$ cat src/rtl/tl_pkg.sv
// Shared TileLink-UL definitions for the core's bus-side blocks:
// opcode constants, beat bundles and the arbiter state encoding.
package tl_pkg;

  // Channel A opcodes
  localparam logic [2:0] TL_A_PUT_FULL    = 3'd0;
  localparam logic [2:0] TL_A_PUT_PARTIAL = 3'd1;
  localparam logic [2:0] TL_A_GET         = 3'd4;

  // Channel D opcodes
  localparam logic [2:0] TL_D_ACCESS_ACK      = 3'd0;
  localparam logic [2:0] TL_D_ACCESS_ACK_DATA = 3'd1;

  // Arbiter phases: no grant / grant locked with A pending / waiting for D
  typedef enum logic [1:0] {
    ARB_IDLE = 2'd0,
    ARB_REQ  = 2'd1,
    ARB_RESP = 2'd2
  } tl_arb_state_t;

  // Channel A payload (everything except the valid/ready pair)
  typedef struct packed {
    logic [2:0]  opcode;
    logic [2:0]  param;
    logic [2:0]  size;
    logic [63:0] address;
    logic [7:0]  mask;
    logic [63:0] data;
  } tl_a_beat_t;

endpackage

$ cat src/rtl/tl_arbiter_rr_pick2.sv
// Two-way round-robin pick: a lone requester wins outright, a tie goes
// to the master that did not win the previous accepted grant.
module rr_pick2
  import tl_pkg::*;
(
  input  logic [1:0] i_req,
  input  logic       i_last,
  output logic       o_gnt
);

  // Resolve the winner index from the request pair and the last winner
  always_comb begin
    o_gnt = ~i_last;
    case (i_req)
      2'b01:   o_gnt = 1'b0;
      2'b10:   o_gnt = 1'b1;
      default: o_gnt = ~i_last;
    endcase
  end

endmodule

$ cat src/rtl/tl_arbiter.sv
// Two-master TileLink-UL arbiter: fetch stage (m0) and access stage (m1)
// share one downstream port. One single-beat transaction in flight at a
// time; round-robin on channel A, D routed back to the owning master.
module tl_arbiter
  import tl_pkg::*;
#(
  parameter bit RR_INIT = 1'b1
) (
  input  logic        clk,
  input  logic        rst_n,
  // m0: fetch-stage upstream port
  input  logic        i_m0_a_valid,
  output logic        o_m0_a_ready,
  input  logic [2:0]  i_m0_a_opcode,
  input  logic [2:0]  i_m0_a_param,
  input  logic [2:0]  i_m0_a_size,
  input  logic [63:0] i_m0_a_address,
  input  logic [7:0]  i_m0_a_mask,
  input  logic [63:0] i_m0_a_data,
  output logic        o_m0_d_valid,
  input  logic        i_m0_d_ready,
  output logic [2:0]  o_m0_d_opcode,
  output logic [1:0]  o_m0_d_param,
  output logic [2:0]  o_m0_d_size,
  output logic [63:0] o_m0_d_data,
  // m1: access-stage upstream port
  input  logic        i_m1_a_valid,
  output logic        o_m1_a_ready,
  input  logic [2:0]  i_m1_a_opcode,
  input  logic [2:0]  i_m1_a_param,
  input  logic [2:0]  i_m1_a_size,
  input  logic [63:0] i_m1_a_address,
  input  logic [7:0]  i_m1_a_mask,
  input  logic [63:0] i_m1_a_data,
  output logic        o_m1_d_valid,
  input  logic        i_m1_d_ready,
  output logic [2:0]  o_m1_d_opcode,
  output logic [1:0]  o_m1_d_param,
  output logic [2:0]  o_m1_d_size,
  output logic [63:0] o_m1_d_data,
  // bus: downstream port to the interconnect
  output logic        o_bus_a_valid,
  input  logic        i_bus_a_ready,
  output logic [2:0]  o_bus_a_opcode,
  output logic [2:0]  o_bus_a_param,
  output logic [2:0]  o_bus_a_size,
  output logic [63:0] o_bus_a_address,
  output logic [7:0]  o_bus_a_mask,
  output logic [63:0] o_bus_a_data,
  input  logic        i_bus_d_valid,
  output logic        o_bus_d_ready,
  input  logic [2:0]  i_bus_d_opcode,
  input  logic [1:0]  i_bus_d_param,
  input  logic [2:0]  i_bus_d_size,
  input  logic [63:0] i_bus_d_data,
  // status
  output logic        o_busy,
  output logic        o_owner
);

  tl_arb_state_t r_state, w_state_next;
  logic          r_owner, w_owner_next;
  logic          r_last,  w_last_next;

  tl_a_beat_t    w_a_beat [2];
  logic [1:0]    w_a_valid;
  logic [1:0]    w_a_ready;
  logic [1:0]    w_d_ready;
  logic [1:0]    w_d_valid;
  logic          w_rr_gnt;
  logic          w_sel;
  logic          w_a_open;
  logic          w_resp;
  logic          w_a_fire;
  logic          w_d_fire;
  tl_a_beat_t    w_bus_a;

  assign w_a_valid   = {i_m1_a_valid, i_m0_a_valid};
  assign w_d_ready   = {i_m1_d_ready, i_m0_d_ready};
  assign w_a_beat[0] = {i_m0_a_opcode, i_m0_a_param, i_m0_a_size,
                        i_m0_a_address, i_m0_a_mask, i_m0_a_data};
  assign w_a_beat[1] = {i_m1_a_opcode, i_m1_a_param, i_m1_a_size,
                        i_m1_a_address, i_m1_a_mask, i_m1_a_data};

  rr_pick2 u_rr_pick2 (
    .i_req  (w_a_valid),
    .i_last (r_last),
    .o_gnt  (w_rr_gnt)
  );

  // Fresh pick only in IDLE; once locked the owner must not change while
  // the A beat is pending, since a_* has to stay stable until accepted.
  assign w_sel = (r_state == ARB_IDLE) ? w_rr_gnt : r_owner;

  // rst_n gates the forwarding paths so every handshake output drops to
  // its reset value as soon as reset asserts, not at the next edge.
  assign w_a_open = rst_n && (r_state != ARB_RESP);
  assign w_resp   = rst_n && (r_state == ARB_RESP);

  assign o_bus_a_valid   = w_a_open && w_a_valid[w_sel];
  assign w_bus_a         = w_a_beat[w_sel];
  assign o_bus_a_opcode  = w_bus_a.opcode;
  assign o_bus_a_param   = w_bus_a.param;
  assign o_bus_a_size    = w_bus_a.size;
  assign o_bus_a_address = w_bus_a.address;
  assign o_bus_a_mask    = w_bus_a.mask;
  assign o_bus_a_data    = w_bus_a.data;

  assign w_a_fire = o_bus_a_valid && i_bus_a_ready;

  // Per-master ready/valid steering. In IDLE a master only counts as
  // granted while it is actually requesting; in REQ the lock holds.
  generate
    for (genvar gi = 0; gi < 2; gi++) begin : g_master
      assign w_a_ready[gi] = w_a_open && (w_sel == 1'(gi)) && i_bus_a_ready &&
                             ((r_state == ARB_REQ) || w_a_valid[gi]);
      assign w_d_valid[gi] = w_resp && (r_owner == 1'(gi)) && i_bus_d_valid;
    end
  endgenerate

  assign o_bus_d_ready = w_resp && w_d_ready[r_owner];
  assign w_d_fire      = i_bus_d_valid && o_bus_d_ready;

  assign o_m0_a_ready  = w_a_ready[0];
  assign o_m1_a_ready  = w_a_ready[1];
  assign o_m0_d_valid  = w_d_valid[0];
  assign o_m1_d_valid  = w_d_valid[1];

  // D payload is broadcast; only the owner's d_valid qualifies it.
  assign o_m0_d_opcode = i_bus_d_opcode;
  assign o_m0_d_param  = i_bus_d_param;
  assign o_m0_d_size   = i_bus_d_size;
  assign o_m0_d_data   = i_bus_d_data;
  assign o_m1_d_opcode = i_bus_d_opcode;
  assign o_m1_d_param  = i_bus_d_param;
  assign o_m1_d_size   = i_bus_d_size;
  assign o_m1_d_data   = i_bus_d_data;

  assign o_busy  = (r_state != ARB_IDLE);
  assign o_owner = r_owner;

  // Next-state, owner latch and round-robin pointer update
  always_comb begin
    w_state_next = r_state;
    w_owner_next = r_owner;
    w_last_next  = r_last;
    case (r_state)
      ARB_IDLE: begin
        if (o_bus_a_valid) begin
          w_owner_next = w_sel;
          w_state_next = i_bus_a_ready ? ARB_RESP : ARB_REQ;
        end
      end
      ARB_REQ: begin
        if (w_a_fire) w_state_next = ARB_RESP;
      end
      ARB_RESP: begin
        if (w_d_fire) w_state_next = ARB_IDLE;
      end
      default: w_state_next = ARB_IDLE;
    endcase
    if (w_a_fire) w_last_next = w_sel;
  end

  // State registers; reset drops any in-flight response
  always_ff @(posedge clk or negedge rst_n) begin
    if (!rst_n) begin
      r_state <= ARB_IDLE;
      r_owner <= 1'b0;
      r_last  <= ~RR_INIT;
    end else begin
      r_state <= w_state_next;
      r_owner <= w_owner_next;
      r_last  <= w_last_next;
    end
  end

  // A D beat outside RESP is never forwarded; flag it in simulation
  assert property (@(posedge clk) disable iff (!rst_n)
                   !(i_bus_d_valid && (r_state != ARB_RESP)))
    else $warning("tl_arbiter: D beat outside RESP dropped");

endmodule
$ cat config.mk
export PLATFORM = sky130hd
export DESIGN_NAME = tl_arbiter
export DESIGN_NICKNAME = d
export VERILOG_FILES = /design/src/rtl/tl_pkg.sv /design/src/rtl/tl_arbiter_rr_pick2.sv /design/src/rtl/tl_arbiter.sv
export SDC_FILE = /design/constraint.sdc
export NUM_CORES = 1
export LEC_CHECK = 0
export ABC_CLOCK_PERIOD_IN_PS = 2600
export CORE_AREA = 2 2 258 260
export DETAILED_ROUTE_END_ITERATION = 10
export DIE_AREA = 0 0 260 262
export HOLD_SLACK_MARGIN = 0.15
export PLACE_DENSITY = 0.32
export SETUP_SLACK_MARGIN = 0.4
export SLEW_MARGIN = 0
export SYNTH_ARGS = -nofsm -noshare
export SYNTH_HDL_FRONTEND = slang
export SYNTH_SLANG_ARGS = --single-unit
$ cat constraint.sdc
create_clock -name clk -period 2.6 [get_ports clk]
set_input_delay 0.26 -clock clk [delete_from_list [all_inputs] [get_ports clk]]
set_output_delay 0.26 -clock clk [all_outputs]
set_load 0.005 [all_outputs]
==> flow_summary.json, run 1 <==
{
  "ys_ff_latch": 4,
  "synth_simple_gate_area_share": 0.0355,
  "p_leak_nw": 4.45,
  "skew_ps": 0.802,
  "overflow": 0,
  "drc_errors": 0,
  "max_freq_mhz": 390,
  "grt_usage": 0.0606,
  "ys_seq_area_frac": 0.0302,
  "critical-path-max-stage-delay_ps": 430,
  "cp-start-kind": "register",
  "min_period_ps": 2560,
  "hold_depth": 5,
  "synth_area_um2": 3320,
  "ctsHoldBuffers": 0,
  "slew_viol_final": 0,
  "grt_pass1_wl_um": 30200,
  "area_growth_pct": 206,
  "crit_chain": "o21ai_2, buf_4, o31ai_4, buf_4, buf_12, buf_12, buf_16, buf_12, buf_16, buf_6, mux2_4, buf_6",
  "clock_path_buffers": 2,
  "path_max_fanout": 7,
  "final_hold_viol_count": 0,
  "r2r_cells": 8,
  "synth_top_cell_area_share": 0.377,
  "die_area_um2": 68100,
  "cp.arrival_ps": 2300,
  "synthAdderAreaFrac": 0.00981,
  "timing.final.crit_share": 0.986,
  "insertion_delay_ps": 220,
  "row_count": 94,
  "routed_wl_um": 23600,
  "synth_compound_area_frac": 0.0283,
  "crit_slowest_cell": "dfrtp_2",
  "crit_top_cell": "buf_12",
  "r2r-start": "r_state[1]",
  "layout-drive-gt1-share": 0.548,
  "crit_path_end_kind": "output port",
  "start_util": 0.0508,
  "final_common_cell": "clkdlybuf4s50_1",
  "min-delay-start": "i_m0_a_valid",
  "synth.area.mux_share": 0.499,
  "total_power_mw": 12.6,
  "place_hpwl_um": 18300,
  "vias": 4384,
  "grt_max_degree": 9,
  "r2r_setup_slack_ps": 770,
  "setup_violations": 0,
  "tightest_slew_ps": 247,
  "antenna_found_initial": 3,
  "maxCapViolCount": 0,
  "synth_top_family_by_area": "multiplexers",
  "syn_inst": 351,
  "place_area_um2": 7930,
  "cts_tree": "yes",
  "yosys.area.top_type": "mux2_1",
  "ant_nets": 0,
  "synth_xor_area_frac": 0,
  "grt_pass1_vias": 4717,
  "critical_path_class": "register to output port",
  "avgViaCountPerCell": 2.67,
  "hold_end": "o_owner",
  "finalSetupTns_ps": 0,
  "nFillCells": 7310,
  "detail_route.wl_per_cell_um": 14.4,
  "port_buffers": 450,
  "critPathTopFamily": "buffers and inverters",
  "yosysWarnings": 0,
  "syn_avg_cell_area_um2": 9.45,
  "fp.dieW_um": 260,
  "required_ps": 2340,
  "root_buffer": "clkbuf_16",
  "clkTransAtPathRegs_ps": 30,
  "diodes": 0,
  "cts_sinks": 4,
  "reg2reg_to": "r_state[0]",
  "nets": 1152,
  "ios": 667,
  "rsz0062_at_grt": "true",
  "critPathLaunch": "r_state[1]",
  "drt_iter0_markers": 61,
  "maxSlewHeadroom": 0.831,
  "hold_slack_ps": 427,
  "synth.area.top_cells": "mux2_1 38%, buf_4 33%, mux2_2 12%",
  "ir_worst_vdd_v": 0.000596,
  "dr.pass1.iters": 4,
  "coreArea_um2": 65300,
  "syn_nets": 722,
  "cts_made_buffers": 3,
  "gp_congestion": 0.673,
  "die_y_um": 262,
  "htree_levels": 1,
  "p_per_area_nw_per_um2": 1240,
  "outcome": "complete, no violations",
  "yosysUniqueCellTypes": 33,
  "path_buf_inv": 9,
  "stdcell_area_um2": 10200,
  "most-common-layout-cells": "297 x clkdlybuf4s50_1, 187 x buf_6, 133 x mux2_4, 30 x buf_4, 23 x buf_12",
  "min_path_type": "input pin to register"
}
==> sequential cells by signal, summed over array words and instances, names as in the netlist <==
name,cells
r_last,1
r_state,2
o_owner,1
==> Yosys cell counts (all sizes together) <==
| library cell | count |
|---|---|
| buf | 161 |
| mux2 | 146 |
| dfrtp | 4 |
| inv | 4 |
| nand2 | 4 |
| nor2 | 4 |
| o31ai | 3 |
| a31oi | 2 |
| maj3 | 2 |
| nand3 | 2 |
| nor3 | 2 |
| nor3b | 2 |
| o211ai | 2 |
| a21oi | 1 |
| and2 | 1 |
| and3 | 1 |
| and4 | 1 |
| clkbuf | 1 |
| ha | 1 |
| mux2i | 1 |
| nand2b | 1 |
| nand4bb | 1 |
| o21ai | 1 |
| o221a | 1 |
| o31a | 1 |
| or3 | 1 |
==> stage by stage <==
stage / instances / worst slack [ps] / util
after floorplan: 351 / 629 / -
after global placement: 1535 / -573 / 0.121
after detailed placement: 1535 / -584 / 0.121
after CTS: 1618 / 8.84 / 0.143
after global routing: 1643 / -29.4 / 0.156
final: 1643 / 37.7 / 0.156
==> layer usage <==
| metal | vias up | wire (um) | track usage |
|---|---|---|---|
| met5 | - | 86 | 0.00556 |
| li1 | 1936 | - | - |
| met3 | 22 | 4200 | 0.0406 |
| met1 | 1908 | 7390 | 0.0553 |
| met4 | 8 | 422 | 0.0118 |
| met2 | 510 | 11500 | 0.111 |
==> how the worst max path moves through the flow <==
| stage | cells after the start | end | slack (ps) |
|---|---|---|---|
| global route | 12 | o_bus_a_address[62] | -30 |
| global placement | 9 | o_bus_a_mask[2] | -570 |
| CTS | 12 | o_bus_a_address[62] | 9 |
| finish | 12 | o_bus_a_data[47] | 40 |
| floorplan | 7 | o_bus_a_address[0] | 630 |
| detailed placement | 9 | o_bus_a_mask[2] | -580 |
==> area by class of cell <==
cell class                 count  area, um^2  area share
sequential                     4         103      0.0101
tap                          864        1080       0.106
clock buffer                   3        75.1     0.00739
multi-input combinational    181        2430       0.239
inverter                       4        15.0     0.00148
timing repair buffer         587        6450       0.635
==> tightest hold or removal path, stage by stage <==
cell     delay, ps
buf_6           70
buf_4          100
nand2_1         40
nand2_1         60
o31ai_1         60
==> cells by family (layout without fill, tap and decap cells) <==
kind of cell             count (synthesis)  after routing
buffers and inverters                  166            594
adder cells (fa/ha/maj)                  3              3
AND/OR/NAND/NOR                         20             20
flip-flops                               4              4
multiplexers                           147            147
AO/OA/AOI/OAI                           11             11
==> power by group <==
group          leakage, nW  switching (mW)  internal [mW]  total, mW
logic                 4.37            3.80           8.43       12.2
clock network       0.0370          0.0423          0.196      0.239
registers           0.0444          0.0391         0.0961      0.135
==> repair_timing <==
action | CTS | global route
pin swaps | 5 | 1
resized for setup | 708 | 222
gates cloned | 8 | 0
buffers inserted | 72 | 25
setup endpoints to repair | 149 | 151
Note: power is estimated with default switching activity, not from simulation.
==> run 2, diff against run 1 <==
--- a/config.mk
+++ b/config.mk
@@ -6,11 +6,12 @@
 export NUM_CORES = 1
 export LEC_CHECK = 0
 export ABC_CLOCK_PERIOD_IN_PS = 2600
-export CORE_AREA = 2 2 258 260
+export CORE_AREA = 2 2 260 262
 export DETAILED_ROUTE_END_ITERATION = 10
-export DIE_AREA = 0 0 260 262
+export DIE_AREA = 0 0 262 264
+export DONT_BUFFER_PORTS = 1
 export HOLD_SLACK_MARGIN = 0.15
-export PLACE_DENSITY = 0.32
+export PLACE_DENSITY = 0.3
 export SETUP_SLACK_MARGIN = 0.4
 export SLEW_MARGIN = 0
 export SYNTH_ARGS = -nofsm -noshare
==> run 2 against run 1 <==
Compared with the run above: highest routed layer unchanged; sequential power up 13%; global-route usage down 0.36 points; count of clock-buffer cells in the layout unchanged; hold slack worse by 200 ps; largest power group unchanged; register-to-register slack better by 30 ps; critical path depth down 6; die area up 1.5%; first-iteration DRC count down 4.9%; sequential share of layout area up 1.5 points; non-clock buffer count down 555; critical endpoint is now o_bus_a_data[30].
==> flow_summary.json, run 2 (synthesis results as in run 1) <==
{
  "crit_chain": "nor2_4, inv_2, o31ai_4, buf_12, bufbuf_16, mux2_2",
  "max_freq_mhz": 447,
  "layout-drive-gt1-share": 0.589,
  "crit_path_end_kind": "output port",
  "grt_busiest_layer": "met2",
  "die_area_um2": 69200,
  "drc_errors": 0,
  "pwr-share-clk": 0.039,
  "tightest_slew_ps": 358,
  "crit_cells": 6,
  "hold_end": "o_owner",
  "drt_iter0_markers": 58,
  "p_leak_nw": 1.37,
  "start_util": 0.0498,
  "coreArea_um2": 66600,
  "cts_sinks": 4,
  "regMostFlops": "r_state",
  "cts_tree": "yes",
  "routed_wl_um": 23200,
  "detail_route.wl_per_cell_um": 20.9,
  "most-common-layout-cells": "66 x mux2_4, 56 x mux2_1, 24 x mux2_2, 12 x buf_16, 9 x buf_4",
  "r2r-start": "r_state[1]",
  "slew_viol_final": 0,
  "finalSetupTns_ps": 0,
  "root_buffer": "clkbuf_16",
  "largest_reg_flops": 2,
  "skew_ps": 3.14,
  "grt_max_degree": 30,
  "maxCapViolCount": 0,
  "crit_slowest_cell": "dfrtp_2",
  "hold_slack_ps": 228,
  "min_period_ps": 2240,
  "grt_pass1_wl_um": 25200,
  "hold_depth": 3,
  "maxSlewHeadroom": 0.761,
  "fp.dieW_um": 262,
  "p_per_area_nw_per_um2": 1490,
  "htree_levels": 1,
  "grt_usage": 0.0571,
  "cp.arrival_ps": 1980,
  "rsz0062_at_grt": "true",
  "p_seq_frac": 0.025,
  "r2r_setup_slack_ps": 800,
  "place_inst": 1066,
  "antenna_found_initial": 34,
  "final_common_cell": "mux2_4",
  "final_hold_viol_count": 0,
  "row_count": 95,
  "dr.pass1.iters": 4,
  "place_hpwl_um": 17600,
  "p_sw_mw": 2.66,
  "path_max_fanout": 9,
  "outcome": "complete, no violations",
  "use_met1": 0.0453,
  "avgViaCountPerCell": 2.21,
  "min_path_type": "input pin to register",
  "grt_pass1_vias": 2518,
  "swShare": 0.435,
  "min-delay-start": "i_m0_a_valid",
  "ant_nets": 0,
  "clock_path_buffers": 2,
  "ir_worst_vdd_v": 0.000542,
  "overflow": 0,
  "die_y_um": 264,
  "critPathTopFamily": "buffers and inverters",
  "layout.cells.non_filler": 1111,
  "vias": 2451,
  "gr-usage-met2": 0.107,
  "timing.final.crit_share": 0.861,
  "area_growth_pct": 23.2,
  "p_int_mw": 3.45,
  "multi_input_area_um2": 2150,
  "clkTransAtPathRegs_ps": 30,
  "r2r_cells": 7,
  "pwr-share-comb": 0.936,
  "ios": 667,
  "nets": 597,
  "gp_congestion": 0.763,
  "path_buf_inv": 3,
  "nFillCells": 7800,
  "cp-start-kind": "register",
  "critical_path_class": "register to output port",
  "regArea_um2": 104,
  "cts_made_buffers": 3,
  "setup_violations": 0,
  "critical-path-max-stage-delay_ps": 440,
  "grtUsageMet3": 0.0347,
  "required_ps": 2340,
  "insertion_delay_ps": 220,
  "reg2reg_to": "r_last",
  "port_buffers": 0
}
run 2: changes by cell type in the layout (fill, tap and decap cells not counted), moves of 5 or more:
cell	delta
mux2_4	-67
buf_6	-185
buf_12	-19
buf_8	-13
diode_2	+14
dlymetal6s2s_1	-6
dlygate4sd2_1	-8
mux2_2	+23
clkdlybuf4s50_1	-297
mux2_1	+44
clkdlybuf4s15_2	-5
buf_2	-6
buf_4	-21
run 2: how the worst max path moves through the flow:
stage | start | endpoint | slack [ps]
6_report | r_state[0] | o_bus_a_data[30] | 360
3_5_place_dp | i_m0_a_valid | o_bus_a_data[59] | 170
3_3_place_gp | i_m0_a_valid | o_bus_a_data[59] | 210
5_1_grt | r_last | o_bus_a_data[45] | 280
2_1_floorplan | i_m0_a_valid | o_bus_a_address[0] | 630
4_1_cts | r_state[0] | o_bus_a_data[59] | 330
run 2: power groups by stage:
| stage | Combinational [mW] | Clock (mW) | Sequential, mW |
|---|---|---|---|
| finish | 5.72 | 0.239 | 0.153 |
| global placement | 3.02 | 0 | 0.155 |
| CTS | 5.31 | 0.239 | 0.149 |
| floorplan | 3.07 | 0 | 0.113 |
| global route | 6.10 | 0.244 | 0.156 |
| detailed placement | 3.00 | 0 | 0.155 |
run 2: repair_timing:
item,CTS,global route
hold buffers,1,0
hold endpoints to repair,4,0
resized for setup,87,29
pin swaps,2,0
gates cloned,11,3
setup buffers,10,3
setup endpoints to repair,145,144
run 2: routing by layer:
layer | part of all wire | vias to the layer above
li1 | - | 842
met1 | 0.29 | 1022
met2 | 0.50 | 505
met3 | 0.16 | 76
met4 | 0.060 | 6
met5 | 0.0016 | -
run 2: metrics by stage:
| stage | utilization | cell area [um^2] | total power, mW | setup slack [ps] |
|---|---|---|---|---|
| floorplan | - | 3320 | 3.18 | 629 |
| global placement | 0.0475 | 3160 | 3.17 | 211 |
| detailed placement | 0.0475 | 3160 | 3.16 | 173 |
| CTS | 0.0579 | 3850 | 5.70 | 334 |
| global route | 0.0614 | 4090 | 6.50 | 281 |
| finish | 0.0614 | 4090 | 6.11 | 361 |
run 2: final cells by class:
type	count	area share
flip-flops and latches	4	0.0254
inverters	4	0.00367
diodes	14	0.00857
repair buffers	32	0.151
multi-input cells	181	0.526
well taps	873	0.267
clock buffers	3	0.0184
run 2: worst min-delay path: cells and delay by family:
family | cells | cell delay (ps)
compound gates | 1 | 60
simple gates | 2 | 90
